--- config.mk ---
export PLATFORM = sky130hd
export DESIGN_NAME = hazard3_bus_arb_flat
export DESIGN_NICKNAME = d
export VERILOG_FILES = /design/src/rtl/hazard3_bus_arb_if.sv /design/src/rtl/hazard3_bus_arb.sv /design/src/flat_wrapper.sv
export SDC_FILE = /design/constraint.sdc
export NUM_CORES = 1
export LEC_CHECK = 0
export ABC_CLOCK_PERIOD_IN_PS = 1240
export BUFFER_PORTS_ARGS = -buffer_cell sky130_fd_sc_hd__clkbuf_2
export CAP_MARGIN = 0
export CORE_AREA = 2 2 109 111
export DETAILED_ROUTE_END_ITERATION = 10
export DIE_AREA = 0 0 111 113
export PLACE_DENSITY = 0.49
export SLEW_MARGIN = 20
export SYNTH_ARGS = -nofsm -noshare
export SYNTH_HDL_FRONTEND = slang
export SYNTH_SLANG_ARGS = --single-unit
--- constraint.sdc ---
create_clock -name clk -period 1.24 [get_ports clk]
set_input_delay 0.062 -clock clk [delete_from_list [all_inputs] [get_ports clk]]
set_output_delay 0.062 -clock clk [all_outputs]
set_load 0.02 [all_outputs]
--- src/rtl/hazard3_bus_arb_if.sv ---
// Bundle of the upstream (per-master, packed) and downstream Hazard3 aph/dph bus signals.
// "master" is the arbiter's view; "slave" is the surrounding system (upstream masters + memory).
interface hazard3_bus_arb_if #(
  parameter int N_MASTERS = 2,
  parameter int W_ADDR    = 32,
  parameter int W_DATA    = 32
);
  logic [N_MASTERS-1:0]        m_aph_req;
  logic [N_MASTERS*W_ADDR-1:0] m_haddr;
  logic [N_MASTERS*3-1:0]      m_hsize;
  logic [N_MASTERS-1:0]        m_hwrite;
  logic [N_MASTERS*W_DATA-1:0] m_wdata;
  logic [N_MASTERS-1:0]        m_aph_ready;
  logic [N_MASTERS-1:0]        m_dph_ready;
  logic [N_MASTERS-1:0]        m_dph_err;
  logic [W_DATA-1:0]           m_rdata;

  logic                        s_aph_req;
  logic [W_ADDR-1:0]           s_haddr;
  logic [2:0]                  s_hsize;
  logic                        s_hwrite;
  logic [W_DATA-1:0]           s_wdata;
  logic                        s_aph_ready;
  logic                        s_dph_ready;
  logic                        s_dph_err;
  logic [W_DATA-1:0]           s_rdata;

  modport master (
    input  m_aph_req, m_haddr, m_hsize, m_hwrite, m_wdata,
    input  s_aph_ready, s_dph_ready, s_dph_err, s_rdata,
    output m_aph_ready, m_dph_ready, m_dph_err, m_rdata,
    output s_aph_req, s_haddr, s_hsize, s_hwrite, s_wdata
  );

  modport slave (
    output m_aph_req, m_haddr, m_hsize, m_hwrite, m_wdata,
    output s_aph_ready, s_dph_ready, s_dph_err, s_rdata,
    input  m_aph_ready, m_dph_ready, m_dph_err, m_rdata,
    input  s_aph_req, s_haddr, s_hsize, s_hwrite, s_wdata
  );
endinterface

--- src/rtl/hazard3_bus_arb.sv ---
// N-master to 1-slave arbiter for the Hazard3 split aph/dph bus: one outstanding data phase,
// fixed-priority or round-robin grant, grant held while an address phase is stalled.
module hazard3_bus_arb #(
  parameter int N_MASTERS = 2,
  parameter int W_ADDR    = 32,
  parameter int W_DATA    = 32,
  parameter int ARB_MODE  = 0
) (
  input  logic                clk,
  input  logic                rst,
  hazard3_bus_arb_if.master   bus
);
  localparam int W_IDX = (N_MASTERS > 1) ? $clog2(N_MASTERS) : 1;

  logic              lock_vld_reg;
  logic [W_IDX-1:0]  lock_idx_reg;
  logic [W_IDX-1:0]  rr_last_reg;
  logic              dph_vld_reg;
  logic [W_IDX-1:0]  dph_owner_reg;

  logic [W_IDX-1:0]  grant;
  logic              any_req;
  logic              accept;
  logic              rr_found;
  int                rr_idx;

  logic [W_ADDR-1:0] haddr_arr [N_MASTERS];
  logic [2:0]        hsize_arr [N_MASTERS];
  logic [W_DATA-1:0] wdata_arr [N_MASTERS];

  assign any_req = |bus.m_aph_req;
  assign accept  = any_req & bus.s_aph_ready;

  // A locked grant wins outright so a stalled address never switches master.
  always_comb begin
    grant    = '0;
    rr_found = 1'b0;
    rr_idx   = 0;
    if (lock_vld_reg) begin
      grant = lock_idx_reg;
    end else if (ARB_MODE == 0) begin
      for (int i = N_MASTERS - 1; i >= 0; i--) begin
        if (bus.m_aph_req[i]) grant = W_IDX'(i);
      end
    end else begin
      for (int k = 1; k <= N_MASTERS; k++) begin
        rr_idx = (int'(rr_last_reg) + k) % N_MASTERS;
        if (!rr_found && bus.m_aph_req[rr_idx]) begin
          grant    = W_IDX'(rr_idx);
          rr_found = 1'b1;
        end
      end
    end
  end

  for (genvar gi = 0; gi < N_MASTERS; gi++) begin : g_master
    assign haddr_arr[gi]          = bus.m_haddr[gi*W_ADDR +: W_ADDR];
    assign hsize_arr[gi]          = bus.m_hsize[gi*3 +: 3];
    assign wdata_arr[gi]          = bus.m_wdata[gi*W_DATA +: W_DATA];
    assign bus.m_aph_ready[gi]    = accept & (grant == W_IDX'(gi));
    assign bus.m_dph_ready[gi]    = dph_vld_reg & bus.s_dph_ready & (dph_owner_reg == W_IDX'(gi));
    assign bus.m_dph_err[gi]      = dph_vld_reg & bus.s_dph_err & (dph_owner_reg == W_IDX'(gi));
  end

  assign bus.s_aph_req = any_req;
  assign bus.s_haddr   = haddr_arr[grant];
  assign bus.s_hsize   = hsize_arr[grant];
  assign bus.s_hwrite  = bus.m_hwrite[grant];
  assign bus.s_wdata   = wdata_arr[dph_owner_reg];
  assign bus.m_rdata   = bus.s_rdata;

  always_ff @(posedge clk) begin
    if (rst) begin
      lock_vld_reg  <= 1'b0;
      lock_idx_reg  <= '0;
      rr_last_reg   <= W_IDX'(N_MASTERS - 1);
      dph_vld_reg   <= 1'b0;
      dph_owner_reg <= '0;
    end else begin
      if (accept) begin
        lock_vld_reg <= 1'b0;
      end else if (any_req) begin
        lock_vld_reg <= 1'b1;
        lock_idx_reg <= grant;
      end
      // Accept wins over completion: a same-cycle handoff keeps dph_vld and moves ownership.
      if (accept) begin
        rr_last_reg   <= grant;
        dph_vld_reg   <= 1'b1;
        dph_owner_reg <= grant;
      end else if (bus.s_dph_ready) begin
        dph_vld_reg <= 1'b0;
      end
    end
  end
endmodule

--- src/flat_wrapper.sv ---
// flat-port wrapper written by rule: the top's interface ports become plain ports
module hazard3_bus_arb_flat 
#(
  parameter int N_MASTERS = 2,
  parameter int W_ADDR    = 32,
  parameter int W_DATA    = 32,
  parameter int ARB_MODE  = 0
)
  (clk, rst, bus_m_aph_req, bus_m_haddr, bus_m_hsize, bus_m_hwrite, bus_m_wdata, bus_s_aph_ready, bus_s_dph_ready, bus_s_dph_err, bus_s_rdata, bus_m_aph_ready, bus_m_dph_ready, bus_m_dph_err, bus_m_rdata, bus_s_aph_req, bus_s_haddr, bus_s_hsize, bus_s_hwrite, bus_s_wdata);
  hazard3_bus_arb_if #(.N_MASTERS(N_MASTERS), .W_ADDR(W_ADDR), .W_DATA(W_DATA)) bus_i ();
  input  logic clk;
  input  logic rst;
  input wire logic [$bits(bus_i.m_aph_req)-1:0] bus_m_aph_req;
  input wire logic [$bits(bus_i.m_haddr)-1:0] bus_m_haddr;
  input wire logic [$bits(bus_i.m_hsize)-1:0] bus_m_hsize;
  input wire logic [$bits(bus_i.m_hwrite)-1:0] bus_m_hwrite;
  input wire logic [$bits(bus_i.m_wdata)-1:0] bus_m_wdata;
  input wire logic [$bits(bus_i.s_aph_ready)-1:0] bus_s_aph_ready;
  input wire logic [$bits(bus_i.s_dph_ready)-1:0] bus_s_dph_ready;
  input wire logic [$bits(bus_i.s_dph_err)-1:0] bus_s_dph_err;
  input wire logic [$bits(bus_i.s_rdata)-1:0] bus_s_rdata;
  output wire logic [$bits(bus_i.m_aph_ready)-1:0] bus_m_aph_ready;
  output wire logic [$bits(bus_i.m_dph_ready)-1:0] bus_m_dph_ready;
  output wire logic [$bits(bus_i.m_dph_err)-1:0] bus_m_dph_err;
  output wire logic [$bits(bus_i.m_rdata)-1:0] bus_m_rdata;
  output wire logic [$bits(bus_i.s_aph_req)-1:0] bus_s_aph_req;
  output wire logic [$bits(bus_i.s_haddr)-1:0] bus_s_haddr;
  output wire logic [$bits(bus_i.s_hsize)-1:0] bus_s_hsize;
  output wire logic [$bits(bus_i.s_hwrite)-1:0] bus_s_hwrite;
  output wire logic [$bits(bus_i.s_wdata)-1:0] bus_s_wdata;
  assign bus_i.m_aph_req = bus_m_aph_req;
  assign bus_i.m_haddr = bus_m_haddr;
  assign bus_i.m_hsize = bus_m_hsize;
  assign bus_i.m_hwrite = bus_m_hwrite;
  assign bus_i.m_wdata = bus_m_wdata;
  assign bus_i.s_aph_ready = bus_s_aph_ready;
  assign bus_i.s_dph_ready = bus_s_dph_ready;
  assign bus_i.s_dph_err = bus_s_dph_err;
  assign bus_i.s_rdata = bus_s_rdata;
  assign bus_m_aph_ready = bus_i.m_aph_ready;
  assign bus_m_dph_ready = bus_i.m_dph_ready;
  assign bus_m_dph_err = bus_i.m_dph_err;
  assign bus_m_rdata = bus_i.m_rdata;
  assign bus_s_aph_req = bus_i.s_aph_req;
  assign bus_s_haddr = bus_i.s_haddr;
  assign bus_s_hsize = bus_i.s_hsize;
  assign bus_s_hwrite = bus_i.s_hwrite;
  assign bus_s_wdata = bus_i.s_wdata;
  hazard3_bus_arb #(.N_MASTERS(N_MASTERS), .W_ADDR(W_ADDR), .W_DATA(W_DATA), .ARB_MODE(ARB_MODE)) u_core (.clk(clk), .rst(rst), .bus(bus_i));
endmodule
# After elaboration in Yosys (flattened, before gate mapping)
# Cells that the tools add are included.
# W data, S select, Z words.
[totals]
input_bits = 175
out_inout_bits = 107
reg_bits = 4
[op_classes]
muxes = 16
n_reduce_logical = 4
n_lt_le_gt_ge = 3
n_bitwise = 14
[op_table]
columns = ["operator", "n"]
rows = [
  ["$mux W32", 6],
  ["$and A1 B1 Y1", 9],
  ["$mux W3", 3],
  ["$mux W1", 7],
  ["$ge A2 B2 Y1 const B", 2],
  ["$not A1 Y2", 2],
  ["$reduce_or A2 Y1", 2],
  ["$not A1 Y1", 3],
  ["$lt A1 B2 Y1 const B", 1],
  ["$reduce_and A2 Y1", 1],
  ["$reduce_bool A2 Y1", 1],
]

# Longest topological paths before layout
[logic_depth]
ltp_word = 7
ltp_mapped = 4
mapped_depth_nobuf = 3

# Least setup slack after synthesis
# No wires, ideal clock.
[synth_timing]
path_kind = "flip-flop to output port"
startpoint = "register u_core.lock_vld_reg"
endpoint = "output port bus_s_haddr[25]"
path_stages_with_launch = 5
setup_slack_ns = -0.071
t_arrival_ns = 1.249
path_buffers = 1
cell_sequence = "dfxtp_1 nor2_1 a22oi_2 buf_6 mux2_1"
[synth_between]
elab_chain_len = 5
[synth_lines]
columns = ["element", "line_no", "rtl"]
rows = [
  ["start: declaration", "hazard3_bus_arb.sv:15", "logic lock_vld_reg;"],
  ["start signal: assignment", "hazard3_bus_arb.sv:74", "lock_vld_reg <= 1'b0;"],
  ["start signal: assignment", "hazard3_bus_arb.sv:81", "lock_vld_reg <= 1'b0;"],
  ["start signal: assignment", "hazard3_bus_arb.sv:83", "lock_vld_reg <= 1'b1;"],
  ["$mux W1", "hazard3_bus_arb.sv:39", "if (lock_vld_reg) begin"],
  ["$not A1 Y2 (implied by the code)", "hazard3_bus_arb.sv:66", "assign bus.s_haddr = haddr_arr[grant];"],
  ["$mux W32 (implied by the code) (3 in a row)", "hazard3_bus_arb.sv:66", ""],
  ["end: declaration", "flat_wrapper.sv:27", "output wire logic [$bits(bus_i.s_haddr)-1:0] bus_s_haddr;"],
]
# Every way passes these cells. The select of a mux whose other input is x is not followed.

# Worst setup path in the final report
[layout_timing]
startpoint = "register u_core.lock_vld_reg"
endpoint = "output port bus_s_haddr[10]"
# Same word-level chain as after synthesis.

==> metrics.md <==
| Metric | Value |
|---|---|
| Vias in the first global route | `~1700` |
| Reg clk slew, reported paths | `0.03 ns` |
| HP Class | `primary input to flip-flop` |
| Worst relative slew slack | `0.782` |
| Synthesized area | `1280 sq um` |
| Routed wl met2 | `3420 um` |
| FF+latch count, synth | `4` |
| CORE AREA | `11300 sq um` |
| Max Used Layer | `met4` |
| Antenna fix cells | `0` |
| Final #Nets | `508` |
| Worst path slowest cell | `dfxtp_2` |
| Routed WL per cell | `14.0 um` |
| P&R area growth vs syn | `154%` |
| Overflow after GRT | `0` |
| Power Total | `2250 uW` |
| Routed met3 length | `715 um` |
| Measured slew at the worst slew-check pin | `0.323 ns` |
| Max Fclk | `601 MHz` |
| Max IR drop VDD | `between 0.0004 and 0.0005 V` |
| Layout cell share with drive strength beyond 1 | `0.949` |
| Post-DP HPWL | `~4700 um` |
| CP Capture Type | `primary output` |
| Pwr dens | `~700 nW/um^2` |
| Root buf cell | `clkbuf_16` |
| Avg Cell Area, Syn | `about 9.6 sq um` |
| IO buf count | `217` |
| Clk Latency, worst-skew pair | `0.22 ns` |
| Leakage | `0.00179 uW` |
| Buf/Inv on CP | `3` |
| Post-synthesis sequential area ratio | `0.0625` |
| Fill cell count | `1140` |
| Minimum clock period | `1.66 ns` |
| Critical Path AT | `1.60 ns` |
| Fin. Hold Viols | `0` |
| CTS Sinks | `4` |
| Status | `finished, violations left` |
| GRT Overall Usage | `0.0867` |
| Maximum clock path buffer count | `2` |
| Yosys cell types | `19` |
| Residual DRC | `0` |
| Via/cell ratio | `about 3.8` |
| Setup WS post-layout | `-0.423 ns` |
| Post-DRT Antenna Nets | `0` |
| Cell Rows | `39` |
| RSZ-0062 raised after global routing | `true` |
| Full die area | `12500 sq um` |
| CTS tree | `yes` |
| H-tree level count | `1` |
| Slew Viols, Final | `0` |
| Synthesized net count | `308` |
| Initial antenna violation count | `0` |
| Failing checks | `negative setup slack` |
| Largest net degree at the start of global routing | `17` |
| CTS buffer count | `3` |
| Via Count | `1802` |
| Total negative slack | `-17.29 ns` |
| Drt initial violations | `13` |
| Slowest stage delay, CP | `between 0.3 and 0.4 ns` |
| Pre-CTS WS | `-0.223 ns` |
| Endpoints failing setup | `between 70 and 80` |
| # IOs | `between 200 and 300` |
| Drt total wl | `6640 um` |
| CP startpoint kind | `flip-flop` |
| CP top delay family | `buffers and inverters` |
| Crit path cell chain | `nor2_2, a22oi_2, buf_6, clkbuf_16, mux2_2, buf_2` |
| Setup Crit Path Kind | `flip-flop to primary output` |
| CP Max Fanout | `5` |
| TritonRoute pass-1 iters | `3` |
| RD Place Congestion | `around 0.7` |
| Req. time, crit path | `1.18 ns` |
| Die H | `around 110 um` |
| Initial Util | `0.114` |
| First-pass GRT wire length | `around 8600 um` |
| Max-cap violations | `0` |
| Clock skew | `0.00181 ns` |
| Warnings, synthesis | `0` |
| Tcrit/Tclk final | `1.34` |
| Synthesized instance count | `133` |
| WL met1 | `2370 um` |
| Die X | `111 um` |
[per-layer routing]
metal	GRT usage	vias up
li1	-	842
met1	0.0955	804
met2	0.160	144
met3	0.0279	12
met4	0.0250	0
met5	0	-
[power by group]
part / switching [uW] / internal [uW]
Clock: 89.9 / 412
Combinational: 656 / 940
Sequential: 9.85 / 139
[final timing paths]
path | start | end | slack (ns) | cells after the start
setup / recovery | u_core.lock_vld_reg | bus_s_haddr[10] | -0.42 | 6
setup reg to reg | u_core.lock_vld_reg | u_core.dph_owner_reg | 0.02 | 6
hold reg to reg | u_core.dph_vld_reg | u_core.dph_vld_reg | 0.57 | 2
hold / removal | rst | u_core.dph_owner_reg | 0.07 | 2
[stage by stage]
step | instance area [sq um] | hold WS [ns] | util | instances
2_1_floorplan | 1290 | 0.131 | - | 133
5_1_grt | 3250 | 0.0800 | 0.288 | 474
3_3_place_gp | 2320 | 0.124 | 0.206 | 459
4_1_cts | 2800 | 0.0649 | 0.248 | 471
3_5_place_dp | 2320 | 0.124 | 0.206 | 459
6_report | 3250 | 0.0710 | 0.288 | 474
[cells in the final DEF (no fill, tap or decap), types with 2 or more instances in the layout]
| cell type | synthesis | layout |
|---|---|---|
| and3b_1 | 2 | 2 |
| nor3_1 | 2 | 2 |
| buf_12 | 0 | 3 |
| clkbuf_16 | 0 | 5 |
| clkbuf_2 | 0 | 151 |
| buf_8 | 0 | 17 |
| buf_16 | 0 | 4 |
| mux2_4 | 0 | 53 |
| nor2_2 | 0 | 2 |
| buf_2 | 4 | 11 |
| mux2_2 | 65 | 15 |
| dfxtp_1 | 4 | 2 |
| buf_6 | 4 | 40 |
| and3_1 | 2 | 2 |
| nor2_1 | 5 | 3 |
| buf_4 | 32 | 5 |
| clkbuf_8 | 0 | 2 |
[cells in the mapped netlist (all sizes together)]
library cell  count  area [sq um]
mux2             68           766
and2              1          6.26
a22oi             1          12.5
buf              40           305
and3b             2          17.5
nor2              5          18.8
a211oi            2          15.0
o21ai             1          5.00
nand2b            1          6.26
nor3              2          10.0
inv               1          3.75
and3              2          12.5
dfxtp             4          80.1
o21a              1          7.51
o21ba             1          10.0
a21oi             1          5.00
[repair_timing]
action                                 4_1_cts  5_1_grt
endpoints found under the hold margin        0        0
resized for setup                           64      176
setup endpoints to repair                   70       75
pin swaps                                    1        1
hold buffers                                 0        0
cloned                                       4        2
setup buffers                                5        1
[kinds of logic (layout without fill, tap and decap cells)]
logic type,count (synthesis),count (layout),synth area share
buffers and inverters,41,239,0.241
multiplexers,68,68,0.598
AND/OR/NAND/NOR,13,13,0.0557
AO/OA/AOI/OAI,7,7,0.0430
flip-flops,4,4,0.0625
[final cells by class]
class                           instances  area (sq um)  area share
Timing Repair Buffer                  235          1800       0.555
Multi-Input combinational cell         88          1100       0.340
Tap cell                              143           179      0.0551
Sequential cell                         4          85.1      0.0262
Clock buffer                            3          75.1      0.0231
Inverter                                1          3.75     0.00116
No activity file was read; power rests on OpenSTA's default activity.
